==> src/rtl/word_packer_pkg.sv <==
// Shared types and helpers for the byte-to-word packer.
package word_packer_pkg;

    localparam int BYTE_W = 8;

    typedef enum logic [1:0] {
        ST_EMPTY,
        ST_OUT,
        ST_BOTH
    } state_t;

    // Arrival position 0 lands in the most significant lane.
    function automatic int lane_idx(input int nbytes, input int pos);
        return nbytes - 1 - pos;
    endfunction

endpackage

==> src/rtl/word_lane_fill.sv <==
// Builds the outgoing word: first cnt lanes from acc (MSB first), the rest PAD.
module word_lane_fill
    import word_packer_pkg::*;
#(
    parameter int          NBYTES = 4,
    parameter logic [7:0]  PAD    = 8'h00,
    parameter int          CW     = 3
) (
    input  logic [BYTE_W*NBYTES-1:0] acc,
    input  logic [CW-1:0]            cnt,
    output logic [BYTE_W*NBYTES-1:0] word
);

    always_comb begin
        word = '0;
        for (int p = 0; p < NBYTES; p++) begin
            if (p < int'(cnt)) begin
                word[lane_idx(NBYTES, p)*BYTE_W +: BYTE_W] =
                    acc[lane_idx(NBYTES, p)*BYTE_W +: BYTE_W];
            end else begin
                word[lane_idx(NBYTES, p)*BYTE_W +: BYTE_W] = PAD;
            end
        end
    end

endmodule

==> src/rtl/word_packer.sv <==
// Packs a valid/ready byte stream into words, MSB byte first, with a
// one-word holding slot behind the output register.
module word_packer
    import word_packer_pkg::*;
#(
    parameter int         NBYTES = 4,
    parameter logic [7:0] PAD    = 8'h00
) (
    input  logic                     clk,
    input  logic                     reset,
    input  logic [7:0]               in_data,
    input  logic                     in_valid,
    output logic                     in_ready,
    input  logic                     flush,
    output logic [BYTE_W*NBYTES-1:0] dout,
    output logic [2:0]               out_bytes,
    output logic                     out_valid,
    input  logic                     out_ready
);

    localparam int W  = BYTE_W * NBYTES;
    localparam int CW = $clog2(NBYTES + 1);

    state_t        state;
    logic [CW-1:0] cnt;
    logic [CW-1:0] cnt_nx;
    logic [W-1:0]  acc;
    logic [W-1:0]  acc_nx;
    logic [W-1:0]  word;
    logic [W-1:0]  hold;
    logic [2:0]    hold_bytes;
    logic [2:0]    word_bytes;
    logic          take;
    logic          done;
    logic          out_xfer;

    always_comb begin
        take     = in_valid & in_ready;
        out_xfer = out_valid & out_ready;
        cnt_nx   = cnt + {{(CW-1){1'b0}}, take};
        acc_nx   = acc;
        if (take) begin
            acc_nx[lane_idx(NBYTES, int'(cnt))*BYTE_W +: BYTE_W] = in_data;
        end
        word_bytes = 3'(cnt_nx);
        // A same-cycle byte is counted before flush decides to close the word.
        done = (take && int'(cnt_nx) == NBYTES) ||
               (flush && cnt_nx != '0 && state != ST_BOTH);
    end

    word_lane_fill #(
        .NBYTES (NBYTES),
        .PAD    (PAD),
        .CW     (CW)
    ) u_fill (
        .acc  (acc_nx),
        .cnt  (cnt_nx),
        .word (word)
    );

    always_ff @(posedge clk) begin
        if (!reset) begin
            state      <= ST_EMPTY;
            cnt        <= '0;
            acc        <= '0;
            hold       <= '0;
            hold_bytes <= '0;
            dout       <= '0;
            out_bytes  <= '0;
            out_valid  <= 1'b0;
            in_ready   <= 1'b1;
        end else begin
            if (done) begin
                cnt <= '0;
                acc <= '0;
            end else if (take) begin
                cnt <= cnt_nx;
                acc <= acc_nx;
            end
            unique case (state)
                ST_EMPTY: begin
                    if (done) begin
                        dout      <= word;
                        out_bytes <= word_bytes;
                        out_valid <= 1'b1;
                        state     <= ST_OUT;
                    end
                end
                ST_OUT: begin
                    if (out_xfer) begin
                        if (done) begin
                            dout      <= word;
                            out_bytes <= word_bytes;
                        end else begin
                            out_valid <= 1'b0;
                            state     <= ST_EMPTY;
                        end
                    end else if (done) begin
                        hold       <= word;
                        hold_bytes <= word_bytes;
                        in_ready   <= 1'b0;
                        state      <= ST_BOTH;
                    end
                end
                ST_BOTH: begin
                    if (out_xfer) begin
                        dout      <= hold;
                        out_bytes <= hold_bytes;
                        in_ready  <= 1'b1;
                        state     <= ST_OUT;
                    end
                end
                default: state <= ST_EMPTY;
            endcase
        end
    end

endmodule

==> config.mk <==
export PLATFORM = sky130hd
export DESIGN_NAME = word_packer
export DESIGN_NICKNAME = d
export VERILOG_FILES = /design/src/rtl/word_packer_pkg.sv /design/src/rtl/word_lane_fill.sv /design/src/rtl/word_packer.sv
export SDC_FILE = /design/constraint.sdc
export NUM_CORES = 1
export LEC_CHECK = 0
export CAP_MARGIN = 10
export CELL_PAD_IN_SITES_DETAIL_PLACEMENT = 1
export CELL_PAD_IN_SITES_GLOBAL_PLACEMENT = 2
export CORE_UTILIZATION = 31
export DETAILED_ROUTE_END_ITERATION = 16
export PLACE_DENSITY = 0.78
export SKIP_CTS_REPAIR_TIMING = 1
export SLEW_MARGIN = 20
export SYNTH_ARGS = -nofsm -noshare
export SYNTH_HDL_FRONTEND = slang
export SYNTH_SLANG_ARGS = --single-unit
==> constraint.sdc <==
create_clock -name clk -period 3.2 [get_ports clk]
set_input_delay 0.64 -clock clk [delete_from_list [all_inputs] [get_ports clk]]
set_output_delay 0.64 -clock clk [all_outputs]
set_load 0.05 [all_outputs]
==> impl_metrics.json, run 1 <==
{
  "final-hold-violation-count": 0,
  "synth_fa_ha_area_share_pct": 1.925,
  "synthCells": 491,
  "rsz0062_at_grt": "no",
  "switching_share_pct": 33.46,
  "crit_type": "primary input to flop",
  "arrival_ns": 3.35,
  "power.leakage_nw": 2.229,
  "clkPwrFrac_pct": 29.8,
  "max_cap_viol_count": 0,
  "cp-start-kind": "primary input",
  "drc": 0,
  "ctsRootBufferMaster": "clkbuf_16",
  "drt_iter0_drc": 215,
  "synth-edff-count": 0,
  "ys.flop_type": "dfxtp_1",
  "die_w_um": 123.1,
  "ant_nets": 0,
  "post-route-period-util_pct": 96.48,
  "die_h_um": 123.1,
  "dp_cells": 718,
  "gr-total-overflow": 0,
  "end_kind": "flop",
  "core_area_mm2": 0.01410,
  "reg2reg_depth": 8,
  "clock_latency_ns": 0.35,
  "clock.fmax_mhz": 323.9,
  "ys_warn_count": 0,
  "synthesis.area_mm2": 0.004549,
  "netlist.area_leader.share_pct": 47.96,
  "synth_cell_types": 41,
  "setup_viol": 0,
  "hp-class": "flop to flop",
  "seq_area_frac_synth_pct": 47.96,
  "combPwrFrac_pct": 29.6,
  "grt_usage_pct": 18.08,
  "synthSimpleGateAreaFrac_pct": 18.26,
  "start_util_pct": 32.27,
  "drt_wl_total_mm": 12.92,
  "power_frac_seq_pct": 40.7,
  "place_congestion": 0.8008,
  "power_switching_mw": 1.279,
  "io_buffers": 49,
  "antenna_found_initial": 0,
  "synthArstFlopShare_pct": 0,
  "cts-buffers-inserted": 9,
  "p_total_mw": 3.824,
  "rows": 43,
  "synthToLayoutAreaGrowth_pct": 26.43,
  "whs_path_depth": 2,
  "clockBufferDepth": 2,
  "avgSynthCellArea_um2": 9.266,
  "cts_tree": "yes",
  "grt_first_pass_wirelength_mm": 20.63,
  "antenna-diode-count": 0,
  "cp_data_required_time_ns": 3.47,
  "ir_drop_mv": 0.2646,
  "ys_ff_latch": 109,
  "synth_top_cell_by_area": "dfxtp_1",
  "synthTopCellsByArea": "dfxtp_1 (48%), nand2_1 (5.7%), mux2i_1 (5.3%), o211a_1 (5.3%), a21boi_0 (4.1%)",
  "synth_xor_area_share_pct": 0.5776,
  "grt_pass1_vias": 4031,
  "nets": 569,
  "die-area_mm2": 0.01516,
  "hpwlAfterDp_mm": 8.786,
  "synth_compound_area_share_pct": 22.50,
  "synth_top_family_by_area": "compound AO/OA/AOI/OAI gates",
  "syn_nets": 511,
  "synthMuxAreaShare_pct": 5.281,
  "path_clk_slew_ns": 0.07,
  "htree_levels": 3,
  "layout.cells.non_filler": 733,
  "grt_max_degree": 45,
  "io_pins": 50,
  "intPower_mw": 2.545,
  "skew_ns": 0.006007,
  "wire_per_inst_um": 17.63,
  "path_max_fanout": 28,
  "firstDrtPassIters": 4,
  "p_per_area_mw_per_mm2": 664.8,
  "slew-limit-headroom_pct": 47.49,
  "fin_crit_ns": 3.087,
  "worst_pin_slew_ns": 0.7877,
  "drive_gt1_share_pct": 11.75,
  "via_per_inst": 5.228,
  "clock_sinks": 109,
  "status": "completed",
  "num_vias": 3832,
  "slew_viol_final": 0
}
stage by stage:
| step | hold slack, ns | setup TNS [ns] | utilization, % | instance area, um2 | setup WS, ns |
|---|---|---|---|---|---|
| 3_3_place_gp | 0.4379 | -1.655 | 38.65 | 5448 | -0.1025 |
| 6_report | 0.4582 | 0 | 40.80 | 5752 | 0.1127 |
| 5_1_grt | 0.4791 | 0 | 40.80 | 5752 | 0.007749 |
| 2_1_floorplan | 0.4309 | 0 | - | 4553 | 0.03849 |
| 4_1_cts | 0.4583 | 0 | 40.73 | 5742 | 0.01592 |
| 3_5_place_dp | 0.4494 | -3.456 | 38.65 | 5448 | -0.2256 |
power groups by stage:
stage / sequential, mW / combinational (mW) / clock [mW]
floorplan: 1.91 / 0.378 / 0
global placement: 1.58 / 1.12 / 0
detailed placement: 1.59 / 1.13 / 0
CTS: 1.56 / 1.14 / 1.17
global route: 1.57 / 1.21 / 1.21
finish: 1.56 / 1.13 / 1.14
cells in the mapped netlist, types with 2 or more instances:
| cell type | n |
|---|---|
| o21ai_0 | 16 |
| or3_1 | 19 |
| o21ai_1 | 2 |
| a22o_1 | 6 |
| nor2_1 | 38 |
| a311oi_1 | 2 |
| a22oi_1 | 8 |
| and2b_2 | 8 |
| a21boi_0 | 25 |
| nand3_1 | 11 |
| xnor2_1 | 2 |
| nor2b_1 | 9 |
| a31oi_1 | 2 |
| a211oi_1 | 4 |
| a21boi_1 | 3 |
| dfxtp_1 | 109 |
| inv_1 | 8 |
| nand2b_1 | 4 |
| o211a_1 | 24 |
| ha_1 | 7 |
| mux2i_1 | 24 |
| or2_2 | 2 |
| a2bb2oi_1 | 6 |
| o211ai_1 | 18 |
| nand2_1 | 69 |
| clkbuf_1 | 30 |
| a21oi_1 | 21 |
sequential cells by signal, summed over array words and instances (netlist names):
register	count
acc	32
hold_bytes	3
out_bytes	3
dout	32
state	2
out_valid	1
hold	32
cnt	3
in_ready	1
critical path, cell delays in order:
cell and delay, ns:
clkdlybuf4s50_1 0.45, nand2_2 0.09, inv_1 0.06, ha_1 0.18, ha_1 0.30, nand4bb_1 0.22
a221o_1 0.33, or2_2 0.33, buf_12 0.17, or3_1 0.37, a21boi_0 0.20
placed cells by master (no fill, tap or decap), types with 3 or more instances in the layout:
cell type and count:
a211oi_1 4, a21boi_0 25, a21boi_1 3, a21oi_1 20
a22o_1 6, a22oi_1 8, a2bb2oi_1 6, and2b_2 8
buf_12 5, buf_4 26, clkbuf_1 3, clkbuf_16 9
clkdlybuf4s50_1 48, dfxtp_1 108, ha_1 7, inv_1 8
mux2i_1 22, nand2_1 68, nand2b_1 4, nand3_1 11
nor2_1 38, nor2b_1 8, o211a_1 24, o211ai_1 18
o21ai_0 16, or3_1 19
cells by family after synthesis:
kind of cell / Yosys count
AND/OR/NAND/NOR: 168
flip-flops: 109
adder cells (fa/ha/maj): 7
multiplexers: 24
XOR/XNOR: 3
buffers and inverters: 41
AO/OA/AOI/OAI: 139
worst paths after layout:
check                        startpoint  slack (ns)                    end
setup / recovery               in_valid        0.11  hold[21]$_SDFFE_PN0P_
setup reg to reg    cnt[2]$_SDFFE_PP0P_        0.25  hold[21]$_SDFFE_PN0P_
hold / removal    hold[14]$_SDFFE_PN0P_        0.46  hold[14]$_SDFFE_PN0P_
hold reg to reg   hold[14]$_SDFFE_PN0P_        0.46  hold[14]$_SDFFE_PN0P_
area by class of cell:
class,count,area [um2]
clock buffers,14,264.0
well taps,180,225.2
inverters,8,30.03
repair buffers,80,780.7
multi-input cells,341,2238
flip-flops and latches,109,2183
clock inverters,1,30.03
fillers,1606,8344
routing by layer:
| layer | global-route usage [%] | share of wire (%) | vias up |
|---|---|---|---|
| met5 | 0 | 0 | - |
| met1 | 22.70 | 47 | 1887 |
| met2 | 29.19 | 46 | 69 |
| met4 | 9.262 | 3.1 | 0 |
| li1 | - | - | 1847 |
| met3 | 3.736 | 3.6 | 29 |
Power figures use the tool's default switching activity.
==> run 2, diff against run 1 <==
--- a/config.mk
+++ b/config.mk
@@ -11,7 +11,6 @@
 export CORE_UTILIZATION = 31
 export DETAILED_ROUTE_END_ITERATION = 16
 export PLACE_DENSITY = 0.78
-export SKIP_CTS_REPAIR_TIMING = 1
 export SLEW_MARGIN = 20
 export SYNTH_ARGS = -nofsm -noshare
 export SYNTH_HDL_FRONTEND = slang
==> results of run 2 <==
Same layout as run 1: the final DEF is identical, and so are final timing and power.
==> run 3, diff against run 2 <==
--- a/config.mk
+++ b/config.mk
@@ -10,6 +10,7 @@
 export CELL_PAD_IN_SITES_GLOBAL_PLACEMENT = 2
 export CORE_UTILIZATION = 31
 export DETAILED_ROUTE_END_ITERATION = 16
+export MAX_ROUTING_LAYER = met4
 export PLACE_DENSITY = 0.78
 export SLEW_MARGIN = 20
 export SYNTH_ARGS = -nofsm -noshare
==> impl_metrics.json, run 3 (synthesized netlist as in run 1, its figures left out) <==
{
  "gr-total-overflow": 0,
  "grt_pass1_vias": 4033,
  "cpMostUsedCell": "ha_1",
  "nets": 569,
  "cp_data_required_time_ns": 3.46,
  "via_per_inst": 5.246,
  "setup_viol": 0,
  "pre_cts_ws_ns": -0.2256,
  "io_buffers": 49,
  "crit_path_cell_trace": "clkdlybuf4s50_1, nand2_2, inv_1, ha_1, ha_1, nand4bb_1, a221o_1, or2_2, buf_12, or3_1, a21boi_0",
  "path_max_fanout": 28,
  "worst_slack_ns": 0.1100,
  "arrival_ns": 3.35,
  "max_cap_viol_count": 0,
  "grt_first_pass_wirelength_mm": 20.62,
  "slew_viol_final": 0,
  "die_h_um": 123.1,
  "place_congestion": 0.8123,
  "clock_sinks": 109,
  "rows": 43,
  "firstDrtPassIters": 4,
  "post-route-period-util_pct": 96.56,
  "r2r_setup_slack_ns": 0.24,
  "top_regs": "acc: 32 flops, dout: 32 flops, hold: 32 flops",
  "critPathBufInv": 3,
  "core_area_mm2": 0.01410,
  "cp_slowest_cell": "clkdlybuf4s50_1",
  "ant_nets": 0,
  "io_pins": 50,
  "design_area_mm2": 0.005752,
  "antenna-diode-count": 0,
  "clockBufferDepth": 2,
  "worst_hold_path.endpoint": "hold[14]$_SDFFE_PN0P_",
  "clock_latency_ns": 0.35,
  "path_clk_slew_ns": 0.07,
  "whs_path_depth": 2,
  "placed_area_mm2": 0.005448,
  "htree_levels": 3,
  "cts_tree": "yes",
  "grt_usage_pct": 18.54,
  "die_w_um": 123.1,
  "num_vias": 3845,
  "final-hold-violation-count": 0,
  "rsz0062_at_grt": "no",
  "hpwlAfterDp_mm": 8.786,
  "p_per_area_mw_per_mm2": 664.4,
  "end_kind": "flop",
  "hp-class": "flop to flop",
  "grt_max_degree": 45,
  "reg2reg_depth": 8,
  "drt_iter0_drc": 187,
  "ir_drop_mv": 0.2646,
  "antenna_found_initial": 0,
  "drc": 0,
  "holdWs_ns": 0.4573,
  "fin_crit_ns": 3.090,
  "rr_endpoint": "dout[22]$_SDFFE_PN0P_",
  "crit_type": "primary input to flop",
  "drive_gt1_share_pct": 11.75,
  "die-area_mm2": 0.01516,
  "synthToLayoutAreaGrowth_pct": 26.43,
  "clock.fmax_mhz": 323.6,
  "p_total_mw": 3.822,
  "postLayoutCoreUtil_pct": 40.80,
  "start_util_pct": 32.27,
  "path_delay_family": "simple AND/OR/NAND/NOR gates",
  "slew-limit-headroom_pct": 46.75,
  "cp-start-kind": "primary input",
  "r2r_start": "cnt[2]$_SDFFE_PP0P_",
  "hp-start": "hold[14]$_SDFFE_PN0P_",
  "status": "completed",
  "skew_ns": 0.006880,
  "worst_pin_slew_ns": 0.7988,
  "drt_wl_total_mm": 12.89,
  "slowest_delay_ns": 0.45,
  "wire_per_inst_um": 17.58,
  "final_common_cell": "dfxtp_1",
  "power.leakage_nw": 2.229,
  "cts-buffers-inserted": 9,
  "final_cell_mix": "dfxtp_1 (108), nand2_1 (68), clkdlybuf4s50_1 (48)",
  "ctsRootBufferMaster": "clkbuf_16"
}
==> run 3: cell counts in the layout (fill, tap and decap cells not counted) <==
No cell type changed its count.
==> run 3: per-stage QoR <==
stage | instances | setup TNS, ns
2_1_floorplan | 491 | 0
3_3_place_gp | 718 | -1.655
3_5_place_dp | 718 | -3.456
4_1_cts | 733 | 0
5_1_grt | 733 | 0
6_report | 733 | 0
==> run 3: how the worst max path moves through the flow <==
stage	startpoint	to	slack, ns	cells after the start
floorplan	in_valid	hold[23]$_SDFFE_PN0P_	0.04	12
global placement	in_valid	hold[21]$_SDFFE_PN0P_	-0.10	11
detailed placement	in_valid	hold[21]$_SDFFE_PN0P_	-0.23	11
CTS	cnt[2]$_SDFFE_PP0P_	dout[26]$_SDFFE_PN0P_	0.02	8
global route	in_valid	hold[22]$_SDFFE_PN0P_	0.005	11
finish	in_valid	hold[21]$_SDFFE_PN0P_	0.11	11
==> run 3: worst reg2reg max path, cell delays in order, from the launching register on <==
cell and delay (ns):
dfxtp_1 0.36, inv_1 0.18, nand3_1 0.14, ha_1 0.34, or4b_4 0.60, nor3_4 0.49, mux2i_1 0.34, a2bb2oi_1 0.29
a21oi_1 0.11
==> run 3: timing repair <==
item                       4_1_cts  5_1_grt
resized for setup                0        3
setup endpoints to repair        0        6
hold buffers                     0        0
setup buffers                    0        0
==> run 3: final cells by class <==
| class | count | area [um2] |
|---|---|---|
| multi-input combinational | 341 | 2238 |
| clock buffer | 14 | 264.0 |
| inverter | 8 | 30.03 |
| clock inverter | 1 | 30.03 |
| tap | 180 | 225.2 |
| fill | 1606 | 8344 |
| sequential | 109 | 2183 |
| timing repair buffer | 80 | 780.7 |
==> run 3: layer usage <==
layer  wire length, um  track usage, %  up-vias
li1                  -               -     1847
met1              5909           22.76     1889
met2              6056           29.26       74
met3               529           3.275       35
met4               394           9.262        0
met5                 0               -        -
==> run 3: power breakdown <==
| part | switching [mW] | internal (mW) |
|---|---|---|
| Clock | 0.488 | 0.647 |
| Combinational | 0.718 | 0.413 |
| Sequential | 0.0708 | 1.48 |
| Total | 1.28 | 2.54 |
